===== config.mk =====
export PLATFORM = sky130hd
export DESIGN_NAME = rf_write
export DESIGN_NICKNAME = d
export VERILOG_FILES = /design/src/rtl/rf_write.sv
export SDC_FILE = /design/constraint.sdc
export NUM_CORES = 1
export LEC_CHECK = 0
export ABC_AREA = 0
export BUFFER_PORTS_ARGS = -buffer_cell sky130_fd_sc_hd__buf_2
export CAP_MARGIN = 10
export CORE_MARGIN = 3
export CORE_UTILIZATION = 45
export DETAILED_ROUTE_END_ITERATION = 8
export PLACE_DENSITY = 0.71
export RECOVER_POWER = 25
export SYNTH_ARGS = -nofsm -noshare
export SYNTH_HDL_FRONTEND = slang
export SYNTH_SLANG_ARGS = --single-unit

===== constraint.sdc =====
create_clock -name clk -period 2.9 [get_ports clk]
set_input_delay 0.58 -clock clk [delete_from_list [all_inputs] [get_ports clk]]
set_output_delay 0.58 -clock clk [all_outputs]
set_load 0.01 [all_outputs]

===== src/rtl/rf_write.sv =====
// Register-file entry store: owns the packed per-core {valid, retriving, locked, tag, val}
// vector and applies core requests and memory fill responses with one cycle of latency.
module rf_write #(
  parameter  int NCORES = 4,
  localparam int CW     = (NCORES > 1) ? $clog2(NCORES) : 1
) (
  input  logic                 clk,
  input  logic                 rst_n,
  // Handshake: a request transfers on a cycle where req_valid && req_ready; while
  // stalled the requester holds req_core/op/tag/data stable. Fills are always accepted.
  input  logic                 req_valid,
  output logic                 req_ready,
  input  logic [CW-1:0]        req_core,
  input  logic [1:0]           req_op,
  input  logic [15:0]          req_tag,
  input  logic [15:0]          req_data,
  output logic                 req_err,
  input  logic                 fill_valid,
  output logic                 fill_ready,
  input  logic [CW-1:0]        fill_core,
  input  logic [15:0]          fill_tag,
  input  logic [15:0]          fill_data,
  output logic                 fill_drop,
  output logic [NCORES*35-1:0] rf_out
);

  localparam logic [1:0]  OP_FETCH  = 2'b00;
  localparam logic [1:0]  OP_WRITE  = 2'b01;
  localparam logic [1:0]  OP_LOCK   = 2'b10;
  localparam logic [1:0]  OP_UNLOCK = 2'b11;
  localparam logic [CW:0] NC_LIM    = (CW+1)'(NCORES);

  logic [NCORES-1:0] valid_q;
  logic [NCORES-1:0] ret_q;
  logic [NCORES-1:0] lock_q;
  logic [15:0]       tag_q [NCORES];
  logic [15:0]       val_q [NCORES];

  logic req_in;
  logic fill_in;
  logic req_fire;
  logic sel_valid;
  logic sel_ret;
  logic sel_lock;
  logic fill_hit;

  assign req_in   = ({1'b0, req_core} < NC_LIM);
  assign fill_in  = ({1'b0, fill_core} < NC_LIM);
  assign req_fire = req_valid && req_ready;
  assign fill_ready = 1'b1;

  // Out-of-range indices read as an all-zero entry so no array access goes out of bounds.
  always_comb begin
    sel_valid = 1'b0;
    sel_ret   = 1'b0;
    sel_lock  = 1'b0;
    if (req_in) begin
      sel_valid = valid_q[req_core];
      sel_ret   = ret_q[req_core];
      sel_lock  = lock_q[req_core];
    end
  end

  always_comb begin
    req_ready = 1'b1;
    if (req_in) begin
      case (req_op)
        OP_FETCH: req_ready = !sel_ret && !sel_lock;
        OP_LOCK:  req_ready = !sel_lock;
        default:  req_ready = 1'b1;
      endcase
    end
  end

  always_comb begin
    fill_hit = 1'b0;
    if (fill_in) begin
      fill_hit = ret_q[fill_core] && (tag_q[fill_core] == fill_tag);
    end
  end

  // Request and fill both look at pre-edge state; the legality rules keep them off the
  // same fields of one entry, so both may update in the same cycle.
  always_ff @(posedge clk or negedge rst_n) begin
    if (!rst_n) begin
      valid_q   <= '0;
      ret_q     <= '0;
      lock_q    <= '0;
      req_err   <= 1'b0;
      fill_drop <= 1'b0;
      for (int i = 0; i < NCORES; i++) begin
        tag_q[i] <= '0;
        val_q[i] <= '0;
      end
    end else begin
      req_err   <= 1'b0;
      fill_drop <= 1'b0;

      if (req_fire) begin
        if (!req_in) begin
          req_err <= 1'b1;
        end else begin
          case (req_op)
            OP_FETCH: begin
              tag_q[req_core]   <= req_tag;
              ret_q[req_core]   <= 1'b1;
              valid_q[req_core] <= 1'b0;
            end
            OP_WRITE: begin
              if (sel_valid && sel_lock) val_q[req_core] <= req_data;
              else                       req_err         <= 1'b1;
            end
            OP_LOCK:   lock_q[req_core] <= 1'b1;
            OP_UNLOCK: lock_q[req_core] <= 1'b0;
            default: ;
          endcase
        end
      end

      if (fill_valid) begin
        if (fill_hit) begin
          val_q[fill_core]   <= fill_data;
          valid_q[fill_core] <= 1'b1;
          ret_q[fill_core]   <= 1'b0;
        end else begin
          fill_drop <= 1'b1;
        end
      end
    end
  end

  always_comb begin
    rf_out = '0;
    for (int i = 0; i < NCORES; i++) begin
      rf_out[i*35 +: 35] = {valid_q[i], ret_q[i], lock_q[i], tag_q[i], val_q[i]};
    end
  end

endmodule


==> results.md <==
- GPL Wtd Cong: 0.888
- Final core occ: 60.9%
- H-tree Lvls: 4
- Hold Fails Final Rpt: 0
- Leading area contributor after synthesis: dfrtp_1
- Type of the worst min-delay path: in -> reg
- Largest net degree at the start of global routing: 62
- Crit path launch type: register
- Fin crit period: 2.54 ns
- FF+latch count, synth: 142
- CTS buffer count: 17
- CTS Sinks: 142
- Area growth syn-to-layout: 30.5%
- Vias in the first global route: 5595
- Synth top area share: 49.5%
- Top cells by count, synth: mux2_2, dfrtp_1, mux2_4, mux2i_1, mux4_2
- WP data required: 3.20 ns
- Top post-synthesis cells by area: dfrtp_1, mux2_2, mux2_4, mux4_2, mux2i_1
- Critical Path AT: 2.84 ns
- Root Driver: clkbuf_16
- Met2 Use GR: 38.9%
- Commonest register cell after synthesis: dfrtp_1
- Port bufs: 216
- Core Box Area: 15400 µm²
- WS Path Type: reg -> reg
- Max-cap violations: 0
- Die ar.: 17500 µm²
- Syn avg cell area: 14.6 µm²
- Final setup fails: 0
- Clock power share: 29.1%
- Routed WL: 19200 µm
- Reg power frac: 39.3%
- Routed vias/inst: 5.31
- 1st-iter DRT viols: 165
- CTS max path bufs: 2
- Crit share post-route: 87.6%
- Outcome: finished, final reports clean
- Placed insts: 922
- Power per standard cell area: 814 nW/µm²
- Residual DRC: 0
- Slew HR: 6.06%
- Top-count cell post-synth: mux2_2
- Critical path capture point type: register
- First-pass GRT wire length: 30600 µm
- Synthesized Nets: 566
- Library cells used by synthesis: 47
- Synthesis Warnings: 0
- Pins Over Slew Limit: 0
- Final net count: 804
- Post-DRT Antenna Nets: 0
- Die height: 132 µm
- Lkg Pwr: 4.90 nW
- Sw Pwr: 2.34 mW
- Post-cts repair resize count: 0
- CTS tree: built
- Boundary Pins: 218
- Reg clk slew, reported paths: 0.06 ns
- Post-synthesis sequential area ratio: 49.5%
- Worst-path fanout max: 18
- Layer with the highest usage: met2
- Detailed-route via count: 5074
- M1 GR Usage: 26.5%
- Non-Filler Instances: 955
- Rows: 45
- Post-Synthesis Cells: 492
- RSZ-0062 raised after global routing: no
- Worst Skew: 0.00662 ns
- Mapped cell area: 7170 µm²
- Post-CTS Hold Fix Bufs: 0
- Width of the die: 132 µm
- All-Layer GR Usage: 22.2%
- Fmax: 394 MHz
- Grt met3 use: 6.18%
- Post-CTS setup buffers: 0
- Worst hold slack: 0.431 ns
- Post-DR wirelength/cell: 20.1 µm
- Post-DP HPWL: 14100 µm
- Initial antenna violation count: 1
- Clk_lat worst skew: 0.42 ns
- FFs w/ async S/R, synth: 100%
- Cell Int Power: 5.28 mW
- Gate power share: 31.6%
- Share of layout cells above drive strength 1: 66.6%
- Switching share of power: 30.7%
- Pre-antenna DRT Iters: 4
- Initial Util: 46.7%
- Total grt overflow: 0
- Post-synth EDFFs: 0
- Peak VDD IR: 0.394 mV
- Slew @ Worst Pin: 1.41 ns
worst max-delay path, cell delays in order (launching register included):
cell and delay (ns):
dfrtp_1 0.41, mux2_4 0.28, or2_0 0.20, a311o_1 0.35, a2111oi_4 0.32, buf_4 0.24
nand4_4 0.12, buf_12 0.19, mux2_4 0.30
final timing paths:
kind	cells after the start	from	end	slack (ns)
max	8	rf_out[61]	rf_out[8]	0.36
min	2	fill_valid	fill_drop	0.43
max reg2reg	8	rf_out[61]	rf_out[8]	0.36
min reg2reg	1	rf_out[92]	rf_out[92]	0.52
max in group asynchronous	2	rst_n	rf_out[64]	0.78
min in group asynchronous	1	rst_n	rf_out[78]	0.47
final cells by class:
type                    instances  area, µm²
clock inverters                11        139
well taps                     211        264
repair buffers                244       1470
diodes                          2       5.00
fillers                      1220       6010
clock buffers                  20        467
flip-flops and latches        142       3550
inverters                       7       26.3
multi-input cells             318       3440
power by group through the flow:
stage / combinational (mW) / clock (mW) / sequential (mW)
floorplan: 1.13 / 0 / 3.21
global placement: 2.36 / 0 / 2.98
detailed placement: 2.43 / 0 / 3.03
CTS: 2.44 / 2.26 / 3.00
global route: 2.59 / 2.35 / 3.08
finish: 2.41 / 2.22 / 2.99
sequential cells by signal (all words and copies together), names as in the netlist, named ones only:
| name | count |
|---|---|
| rf_out | 128 |
| ret_q | 4 |
| valid_q | 4 |
| fill_drop | 1 |
| req_err | 1 |
kinds of logic (layout without fill, tap and decap cells):
family	after synthesis	in the layout	synth area share (%)
muxes	221	221	37.9
DFF	142	142	49.5
and+or+nand+nor	49	49	4.73
AOI/OAI and AO/OA	40	40	4.26
buffers and inverters	32	282	2.67
xor gates and xnor gates	7	7	0.855
other	1	3	0.0523
placed cells by master (no fill, tap or decap), types with 4 or more instances in the layout:
master	count
o31ai_1	4
o21a_1	5
mux2_4	33
nand2b_1	5
xnor2_1	7
clkbuf_16	17
nor2_1	4
nand4_4	4
buf_12	14
inv_1	7
o21ai_0	8
nand2_1	10
buf_2	215
buf_4	13
a21oi_1	6
clkinv_2	5
nand3_1	6
dfrtp_1	142
nor2_2	4
mux4_2	11
mux2_2	162
mux2i_1	15
layer usage:
| metal | vias up | wire (µm) | share of wire (%) |
|---|---|---|---|
| met1 | 2534 | 7820 | 41 |
| met3 | 28 | 1260 | 6.5 |
| met2 | 187 | 9760 | 51 |
| li1 | 2323 | - | - |
| met5 | - | 13 | 0.068 |
| met4 | 2 | 344 | 1.8 |
through the flow:
step	power, mW	area, µm²	TNS [ns]	setup slack (ns)
finish	7.62	9360	0	0.359
CTS	7.70	9380	0	0.355
floorplan	4.34	7170	-2.28	-0.0790
global route	8.02	9360	0	0.240
detailed placement	5.45	8770	-2.70	-0.0678
global placement	5.35	8770	-0.486	-0.0245
(Power assumes the default switching activity.)
